==> src/rtl/regfile_wb_arbiter.sv <==
// Two-requester register-file writeback arbiter. Round-robin between the
// ALU (req0) and load/multi-cycle (req1) ports, one registered output stage,
// x0 writes swallowed without touching the stage or the RR pointer, and a
// combinational bypass lookup on the staged write.
module regfile_wb_arbiter #(
  parameter int          XLEN          = 32,
  parameter logic [4:0]  ZERO_REG_ADDR = 5'b0
) (
  input  logic            clk,
  input  logic            rst,
  input  logic            req0_valid,
  output logic            req0_ready,
  input  logic [4:0]      req0_rd,
  input  logic [XLEN-1:0] req0_data,
  input  logic            req1_valid,
  output logic            req1_ready,
  input  logic [4:0]      req1_rd,
  input  logic [XLEN-1:0] req1_data,
  output logic            rf_we,
  output logic [4:0]      rf_rd_addr,
  output logic [XLEN-1:0] rf_rd_wdata,
  input  logic [4:0]      qry_addr,
  output logic            qry_hit,
  output logic [XLEN-1:0] qry_data,
  output logic            last_grant
);

  logic nz0, nz1, gnt0, gnt1;

  // Arbitration: only non-x0 writes compete; ties go to the requester
  // that was not granted last.
  always_comb begin
    nz0  = req0_valid && (req0_rd != ZERO_REG_ADDR);
    nz1  = req1_valid && (req1_rd != ZERO_REG_ADDR);
    gnt0 = 1'b0;
    gnt1 = 1'b0;
    if (!rst) begin
      gnt0 = nz0 && (!nz1 || last_grant);
      gnt1 = nz1 && (!nz0 || !last_grant);
    end
  end

  // Ready: x0 writes are dropped immediately, others need the grant.
  // Nothing is accepted while reset is held.
  always_comb begin
    req0_ready = !rst && req0_valid && ((req0_rd == ZERO_REG_ADDR) || gnt0);
    req1_ready = !rst && req1_valid && ((req1_rd == ZERO_REG_ADDR) || gnt1);
  end

  // Output stage and RR pointer: reloaded every cycle so each accepted
  // write is visible for exactly one cycle; idle cycles present zeros.
  always_ff @(posedge clk or posedge rst) begin
    if (rst) begin
      rf_we       <= 1'b0;
      rf_rd_addr  <= '0;
      rf_rd_wdata <= '0;
      last_grant  <= 1'b1;
    end else begin
      rf_we       <= gnt0 || gnt1;
      rf_rd_addr  <= gnt0 ? req0_rd   : (gnt1 ? req1_rd   : '0);
      rf_rd_wdata <= gnt0 ? req0_data : (gnt1 ? req1_data : '0);
      if (gnt0)      last_grant <= 1'b0;
      else if (gnt1) last_grant <= 1'b1;
    end
  end

  // Bypass lookup against the staged write; never hits on x0.
  always_comb begin
    qry_hit  = rf_we && (qry_addr == rf_rd_addr) && (qry_addr != ZERO_REG_ADDR);
    qry_data = qry_hit ? rf_rd_wdata : '0;
  end

endmodule

==> config.mk <==
export PLATFORM = sky130hd
export DESIGN_NAME = regfile_wb_arbiter
export DESIGN_NICKNAME = d
export VERILOG_FILES = /design/src/rtl/regfile_wb_arbiter.sv
export SDC_FILE = /design/constraint.sdc
export NUM_CORES = 1
export LEC_CHECK = 0
export BUFFER_PORTS_ARGS = -buffer_cell sky130_fd_sc_hd__buf_4
export CAP_MARGIN = 15
export CORE_UTILIZATION = 25
export DETAILED_ROUTE_END_ITERATION = 10
export SKIP_CTS_REPAIR_TIMING = 1
export SLEW_MARGIN = 20
export SYNTH_ARGS = -nofsm -noshare
export SYNTH_HDL_FRONTEND = slang
export SYNTH_SLANG_ARGS = --single-unit
==> constraint.sdc <==
create_clock -name clk -period 3.8 [get_ports clk]
set_clock_uncertainty 0.1 [all_clocks]
set_input_delay 0 -clock clk [delete_from_list [all_inputs] [get_ports clk]]
set_output_delay 0 -clock clk [all_outputs]
set_load 0.02 [all_outputs]
Word level (Yosys, flattened, before mapping)
Index checks and enable logic that the tools add are counted.
W data, S select, Z words.
- flip-flop bits (word level): 39
- bits in latches: 0
- bits in writable memories: 0
- bits in read-only memories: 0
- bits of input ports: 83
- word-level logic and storage cells: 39
- memories kept: 0
- $add $sub $neg: 0
- $mul: 0
- divide/modulo/power cells: 0
- magnitude comparators: 0
- equality and inequality tests: 1
- shifts and indexed selects: 0
- multiplexer cells: 9
- bitwise logic cells: 0
- reduce and logical (&&, ||, !) cells: 25
- operators by type and width (operator ; number):
    $mux W32 ; 3
    $reduce_bool A5 Y1 ; 3
    $logic_and A1 B1 Y1 ; 10
    $logic_not A5 Y1 ; 2
    $mux W5 ; 2
    $eq A5 B5 Y1 ; 1
    $logic_or A1 B1 Y1 ; 5
    $logic_not A1 Y1 ; 4
    $mux W1 ; 4
    $reduce_bool A2 Y1 ; 1

Logic depth before layout (Yosys ltp)
Gate-level depths: netlist of run 1.
- word-level depth: 8
- depth in mapped cells: 5
- depth with buffers taken out: 4

Worst setup path before layout of run 1
Ideal clock, no wire load.
- path type: in2reg
- from: input rst
- to: register rf_rd_wdata[10]
- setup time: 0.065 ns
- arrival: 1.762 ns
- slack: 1.873 ns
- stages: 5
- path buffers: 1
- path through: inv_1 -> nand2_1 -> nor3b_4 -> buf_6 -> a22o_1
- word-level cells in the longest chain between the ends: 3
- ends and longest elaborated chain (element ; line ; RTL):
    from (decl) ; 10 ; input logic rst,
    $mux W1 ; 37 ; if (!rst) begin
    $mux W32 ; 61 ; rf_rd_wdata <= gnt0 ? req0_data : (gnt1 ? req1_data : '0);
    $mux W32 * ; 61 ;
    to (signal assigned) ; 61 ;
    to (decl) ; 21 ; output logic [XLEN-1:0] rf_rd_wdata,
Every way passes the cells marked *; elsewhere a longest branch is shown, timed or not.
A chain may end at the register's enable or synchronous reset.

Final worst setup path of run 1
- from: input rst
- to: register rf_rd_wdata[5]
The elaborated chain is that of the path after synthesis.

==> results of run 1 <==
==> per-stage QoR <==
stage / hold WS (ns) / instances / utilization (%)
4_1_cts: -0.3651 / 406 / 45.55
6_report: -0.02055 / 483 / 56.65
3_3_place_gp: -0.05285 / 398 / 44.23
3_5_place_dp: -0.05365 / 398 / 44.23
2_1_floorplan: -0.03359 / 152 / -
5_1_grt: 0.01524 / 483 / 56.65
==> tightest hold or removal path, delay by kind of cell <==
kind                   cells  cell delay, ns
AND/OR/NAND/NOR            3            0.18
buffers and inverters      1            0.12
AO/OA/AOI/OAI              1            0.06
==> metal layers <==
metal	vias to the layer above	track usage [%]
met5	-	0
met4	0	3.577
met3	7	3.770
met2	95	24.93
met1	1005	16.33
li1	1007	-
==> worst max path at each step <==
stage,start,to,slack [ns],depth (start not counted)
global route,rst,rf_rd_wdata[31],0.73,8
global placement,rf_rd_addr[3],qry_data[9],1.75,5
detailed placement,rf_rd_addr[3],qry_data[9],1.71,5
floorplan,rst,rf_rd_wdata[10],1.87,5
finish,rst,rf_rd_wdata[5],1.04,8
CTS,rf_rd_addr[3],qry_data[10],1.39,5
==> sequential cells by signal (all words and copies together) (netlist names) <==
| register | flops |
|---|---|
| rf_rd_wdata | 32 |
| last_grant | 1 |
| rf_we | 1 |
| rf_rd_addr | 5 |
==> layout by cell type (no fill, tap or decap), drive strengths merged <==
cell type,n
a211oi,1
a21oi,4
a22o,37
a22oi,1
and2,33
buf,159
clkbuf,7
clkinv,1
dfrtp,38
dfstp,1
dlygate4sd3,77
inv,1
nand2,9
nand2b,1
nand3,1
nor2,6
nor3,3
nor3b,1
o21ai,1
o41ai,1
xnor2,4
==> layout make-up <==
class | count | area share, %
Timing Repair Buffer | 236 | 49.94
Sequential cell | 39 | 24.84
Multi-Input combinational cell | 103 | 19.75
Tap cell | 96 | 3.053
Clock buffer | 7 | 2.195
Clock inverter | 1 | 0.1272
Inverter | 1 | 0.09542
==> power by group <==
group	internal (mW)	switching [mW]	leakage, nW
Combinational	0.204	0.144	1.50
Clock	0.146	0.142	0.0482
Sequential	0.451	0.0216	0.512
==> kinds of logic after synthesis <==
family / share of synthesized area [%]
AND/OR/NAND/NOR: 18.63
AO/OA/AOI/OAI: 21.43
flip-flops: 53.31
buffers and inverters: 4.709
XOR/XNOR: 1.911
==> key figures, run 1 <==
Detailed routing
  • M1 WL: around 2.4 mm
  • Vias: 2114
  • DR top layer: met4
  • Iter 0 DRT Violations: 67
  • Post-DR wirelength/cell: 13.22 um
  • WL met2: 3.465 mm
  • Number of routed nets with antenna violations: 0
  • Residual DRC: 0
  • Vias/cell: between 4 and 5
  • DR pass1 iterations: 4
  • Met3 Routed Length: 454 um
  • Routed WL: around 6.4 mm

Global routing
  • First-pass GRT wire length: between 8 and 9 mm
  • Largest net degree at the start of global routing: 34
  • Grt ovf: 0
  • Number of global-route vias before repair: around 1700
  • GRT Total Usage: roughly 14%
  • Initial antenna violation count: 0

Logic synthesis
  • Syn avg cell area: between 10 and 15 um2
  • Count of different cell masters after synthesis: 20
  • Top_reg_cell synth: dfrtp_1
  • Top post-synthesis cells by area: dfrtp_1 52%, a22o_1 18%, and2_1 11%, buf_6 3.7%, nor3_4 2.7%
  • Post-synth top cells: 38 x dfrtp_1, 37 x a22o_1, 33 x and2_1, 9 x nand2_1
  • Post-synth top area share: 51.88%
  • Synth area leader: dfrtp_1
  • EDFF count, synth: 0
  • Async S/R FF share, synth: 100.0%
  • Mapped Area: approximately 0.0018 mm2
  • Part of the Yosys area used for sequential elements: between 50 and 60%
  • Most frequent cell after synthesis: dfrtp_1
  • Mapped Cells: between 150 and 200
  • Yosys reg bits: 39
  • Ys Warns: 0
  • Net Count, Synth: roughly 240

Critical path
  • Worst Reg-to-Reg Cells: 6
  • CP bufs+invs: 5
  • Slowest Stage Delay on Critical Path: between 0.6 and 0.7 ns
  • Critical-path maximum fanout: 22
  • Crit path max-delay cell type: nor3b_4
  • Delay-heaviest family, CP: buffers and inverters
  • CP required: approximately 3.9 ns
  • Crit end category: register
  • R2R Setup Slk: 1.32 ns
  • Worst-path cell chain: dlygate4sd3_1 > buf_4 > inv_2 > nand2_1 > nor3b_4 > buf_4 > a22o_1 > dlygate4sd3_1
  • Worst Setup Path Type: in2reg
  • Arr. time, crit path: roughly 2.9 ns
  • RR Startpoint: last_grant
  • CP startpoint kind: input pin
  • R2r endpoint: rf_rd_wdata[15]

Place
  • Pre-CTS WS: 1.706 ns
  • RePlAce Congestion: just under 0.8
  • Final HPWL DP: between 4 and 5 mm
  • IO buf count: around 160
  • Placed standard-cell area: 0.003072 mm2

Power and ir drop
  • Peak supply drop: 145.3 uV
  • Power per cell area: approximately 280 mW/mm2
  • Leak pwr: 2.064 nW
  • PnR Total Power: roughly 1.1 mW

Timing
  • Setup violations, final: 0
  • Worst Hold Slack: -0.02055 ns
  • Tmin final: 2.760 ns
  • Endpoints failing hold: 1
  • Worst Slack Setup Final: 1.040 ns
  • Worst slew pin tran: approximately 1.0 ns
  • RSZ-0062 raised after global routing: no
  • Setup TNS: 0 ns
  • Final period util: 72.62%
  • Pins Over Slew Limit: 0
  • Max Fclk: between 300 and 400 MHz
  • Relative max-transition margin: 31.04%

Floorplanning
  • Chip Width: 87.63 um
  • Num ports: approximately 160
  • CORE AREA: slightly below 0.007 mm2
  • Die footprint: approximately 0.0077 mm2
  • Initial Util: a little over a quarter
  • Num rows: 30
  • Die Height: 87.63 um

Clock tree
  • Root buffer cell: clkbuf_8
  • Clk slew on worst S/H paths: roughly 0.07 ns
  • Clock Sinks: 39
  • H-tree levels: 2
  • CTS max path bufs: 2
  • Clock latency on the worst-skew pair: 0.29 ns
  • CTS Buf Count: 5
  • TritonCTS clock tree: yes

Min path
  • Hold depth: 5
  • Hold Path Class: in2reg
  • Worst Hold End: last_grant
  • Hold Startpoint: req1_valid

Run
  • Max_cap viols: 0

Layout
  • Fillers: 619
  • ANT cells: 0
  • NumNets Final: roughly 470
  • Register area: just under 0.001 mm2
  • Area grow syn2layout: 114.6%
  • Layout cells sized above 1: 45.48%
  • Design Area, Final: 0.003934 mm2
  • Multi-input combinational cell area: approximately 800 um2

Outcome
  • Failing checks: negative hold slack
  • Status: finished, violations left
Note: power is estimated with default switching activity, not from simulation.
==> run 2: changes to the inputs <==
Settings changed: ABC_AREA set to 1.
Clock period 3.8 ns to 2.32 ns, I/O delays scaled along.
==> run 2 against run 1 <==
Net effect:
- total power up 73%
- critical path type unchanged
- die area grew 30%
- highest routed layer unchanged
- global-route usage grew 1.4 points
- synthesized area is 31% higher
- sequential share of layout area shrank 3.0 points
- the run now ends clean
- cell area up 14%
- synthesized cell count is 92% higher
==> key figures, run 2 <==
Outcome
  • Status: finished clean (was finished, violations left)

Place
  • Pre-CTS WS: 0.7454 ns (was 1.706 ns)
  • IO buf count: 156 (unchanged)
  • Final HPWL DP: 5.975 mm (was 4.436 mm)
  • Placed standard-cell area: 0.003597 mm2 (was 0.003072 mm2)
  • Placed Instances: 563 (was 398)
  • RePlAce Congestion: 0.8174 (was 0.7786)

Logic synthesis
  • Net Count, Synth: 375 (was 235)
  • Post-synth top cells: 77 x nand3_1, 56 x nand2_1, 46 x inv_1, 38 x dfrtp_1, 29 x nor3_2 (was 38 x dfrtp_1, 37 x a22o_1, 33 x and2_1, 9 x nand2_1)
  • Yosys reg bits: 39 (unchanged)
  • Top_reg_cell synth: dfrtp_1 (unchanged)
  • Mapped Cells: 292 (was 152)
  • Part of the Yosys area used for sequential elements: 40.85% (was 53.31%)
  • Ys Warns: 0 (unchanged)
  • Synth area leader: dfrtp_1 (unchanged)
  • Most frequent cell after synthesis: nand3_1 (was dfrtp_1)
  • Post-synth top area share: 39.75% (was 51.88%)
  • Syn avg cell area: 8.193 um2 (was 12.06 um2)
  • Count of different cell masters after synthesis: 19 (was 20)
  • Top post-synthesis cells by area: dfrtp_1 40%, nand3_1 16%, nor3_2 12%, nand2_1 8.8%, inv_1 7.2% (was dfrtp_1 52%, a22o_1 18%, and2_1 11%, buf_6 3.7%, nor3_4 2.7%)
  • Mapped Area: 0.002392 mm2 (was 0.001833 mm2)
  • Async S/R FF share, synth: 100.0% (unchanged)
  • EDFF count, synth: 0 (unchanged)

Power and ir drop
  • Leak pwr: 2.355 nW (was 2.064 nW)
  • PnR Total Power: 1.918 mW (was 1.108 mW)
  • Peak supply drop: 206.7 uV (was 145.3 uV)
  • Power per cell area: 427.9 mW/mm2 (was 281.7 mW/mm2)

Run
  • Max_cap viols: 0 (unchanged)

Critical path
  • RR Startpoint: last_grant (unchanged)
  • Worst Reg-to-Reg Cells: 6 (unchanged)
  • Arr. time, crit path: 2.31 ns (was 2.88 ns)
  • CP startpoint kind: input pin (unchanged)
  • Setup crit start: req0_rd[0] (was rst)
  • Crit end category: register (unchanged)
  • Critical-path maximum fanout: 37 (was 22)
  • Worst Setup Path Type: in2reg (unchanged)
  • Worst-path cell chain: dlygate4sd3_1 > buf_4 > nor2_2 > nand3b_4 > nand2_2 > nor2_4 > nand3_1 > nand2_1 > dlygate4sd3_1 (was dlygate4sd3_1 > buf_4 > inv_2 > nand2_1 > nor3b_4 > buf_4 > a22o_1 > dlygate4sd3_1)
  • Crit path max-delay cell type: nor2_4 (was nor3b_4)
  • CP required: 2.45 ns (was 3.92 ns)
  • Slowest Stage Delay on Critical Path: 0.62 ns (was 0.63 ns)
  • Most common cell on crit path: dlygate4sd3_1

Layout
  • NumNets Final: 602 (was 469)
  • Commonest non-fill, non-tap cell in the layout: buf_4 (unchanged)
  • Largest register FFs: 32 (unchanged)
  • ANT cells: 0 (unchanged)
  • Post-Layout Cell Count: 649 (was 483)
  • Area grow syn2layout: 87.34% (was 114.6%)
  • Top Registers: rf_rd_wdata (32), rf_rd_addr (5) (unchanged)
  • Register area: 977.2 um2 (unchanged)
  • Most frequent cells in the layout: 163 x buf_4, 78 x dlygate4sd3_1, 77 x nand3_1 (was 159 x buf_4, 77 x dlygate4sd3_1, 38 x dfrtp_1)
  • Multi-input combinational cell area: 0.001062 mm2 (was 777.0 um2)
  • Fillers: 879 (was 619)
  • Most flops, register: rf_rd_wdata (unchanged)
  • Final core occ: 48.50% (was 56.65%)
  • Layout cells sized above 1: 41.15% (was 45.48%)
  • Design Area, Final: 0.004482 mm2 (was 0.003934 mm2)

Global routing
  • Number of global-route vias before repair: 2311 (was 1715)
  • Grt ovf: 0 (unchanged)
  • GRT Total Usage: 15.24% (was 13.86%)
  • First-pass GRT wire length: 11.72 mm (was 8.038 mm)
  • Largest net degree at the start of global routing: 39 (was 34)
  • Initial antenna violation count: 0 (unchanged)

Detailed routing
  • Residual DRC: 0 (unchanged)
  • Post-DR wirelength/cell: 12.30 um (was 13.22 um)
  • Vias: 2775 (was 2114)
  • DR pass1 iterations: 4 (unchanged)
  • Iter 0 DRT Violations: 99 (was 67)
  • Vias/cell: 4.276 (was 4.377)
  • Routed WL: 7.984 mm (was 6.386 mm)
  • Number of routed nets with antenna violations: 0 (unchanged)

Floorplanning
  • Num ports: 157 (unchanged)
  • Die footprint: 0.009964 mm2 (was 0.007678 mm2)
  • Die Height: 99.82 um (was 87.63 um)
  • CORE AREA: 0.009240 mm2 (was 0.006944 mm2)
  • Initial Util: 25.89% (was 26.40%)
  • Chip Width: 99.82 um (was 87.63 um)
  • Num rows: 35 (was 30)

Timing
  • Worst Slack Setup Final: 0.1369 ns (was 1.040 ns)
  • Worst slew pin tran: 0.8447 ns (was 1.031 ns)
  • Max Fclk: ~460 MHz
  • Setup TNS: 0 ns (unchanged)
  • Final period util: 94.10%
  • Worst Hold Slack: 0.04644 ns (was -0.02055 ns)
  • Pins Over Slew Limit: 0 (unchanged)
  • Endpoints failing hold: 0 (was 1)
  • Tmin final: between 2 and 2.5 ns
  • RSZ-0062 raised after global routing: no (unchanged)
  • Relative max-transition margin: 43.55% (was 31.04%)
  • Setup violations, final: 0 (unchanged)

Clock tree
  • Clock latency on the worst-skew pair: 0.28 ns (was 0.29 ns)
  • CTS Buf Count: 5 (unchanged)
  • Clock Sinks: 39 (unchanged)
  • TritonCTS clock tree: yes (unchanged)
  • Root buffer cell: clkbuf_8 (unchanged)
  • H-tree levels: 2 (unchanged)
  • CTS max path bufs: 2 (unchanged)
  • Clk slew on worst S/H paths: 0.07 ns (about the same)

Min path
  • Hold Startpoint: req0_rd[1] (was req1_valid)
  • Hold Path Class: in2reg (unchanged)
  • Hold depth: 6 (was 5)
-- run 2: cell count changes after synthesis, moves of 4 or more --
cell,previous run,this run
nand3_1,1,77
a22o_1,37,0
buf_4,0,5
nor2_2,0,4
and2_1,33,0
nand3_2,0,4
xnor2_1,4,0
inv_1,1,46
nand2_1,9,56
nor3_2,0,29
buf_6,6,12
-- run 2: metal layers --
layer  GRT usage [%]  share of wire [%]  up-vias
li1                -                  -     1381
met1           19.70                 41     1281
met2           25.73                 52      107
met3           2.577                6.3        6
met4           5.204                1.1        0
met5               0                  0        -
-- run 2: worst paths after layout --
check | to | slack, ns
min reg2reg | last_grant | 0.41
min | last_grant | 0.05
max | rf_rd_wdata[19] | 0.14
min in group asynchronous | rf_rd_wdata[25] | 0.21
max in group asynchronous | rf_rd_addr[0] | 1.25
max reg2reg | rf_rd_wdata[19] | 0.21
-- run 2: cell families (layout without fill, tap and decap cells) --
group,count (synthesis),in the layout,synth area share (%)
AND/OR/NAND/NOR,182,182,42.89
buffers and inverters,67,295,15.27
flip-flops,39,39,40.85
AO/OA/AOI/OAI,4,4,0.9936
-- run 2: area by class of cell --
class / instances / share of cell area (%)
inverters: 46 / 3.853
repair buffers: 241 / 44.72
well taps: 129 / 3.601
clock buffers: 7 / 2.150
clock inverters: 1 / 0.1675
multi-input cells: 186 / 23.70
flip-flops and latches: 39 / 21.80
-- run 2: where the power goes --
group	switching (mW)	leakage [nW]	total [mW]	internal (mW)
clock network	0.231	0.0505	0.501	0.270
registers	0.0384	0.512	0.771	0.732
logic	0.323	1.79	0.646	0.323
-- run 2: critical path: cells and delay by family --
family	cells	cell delay, ns
buffers and inverters	3	1.19
and+or+nand+nor	6	1.10
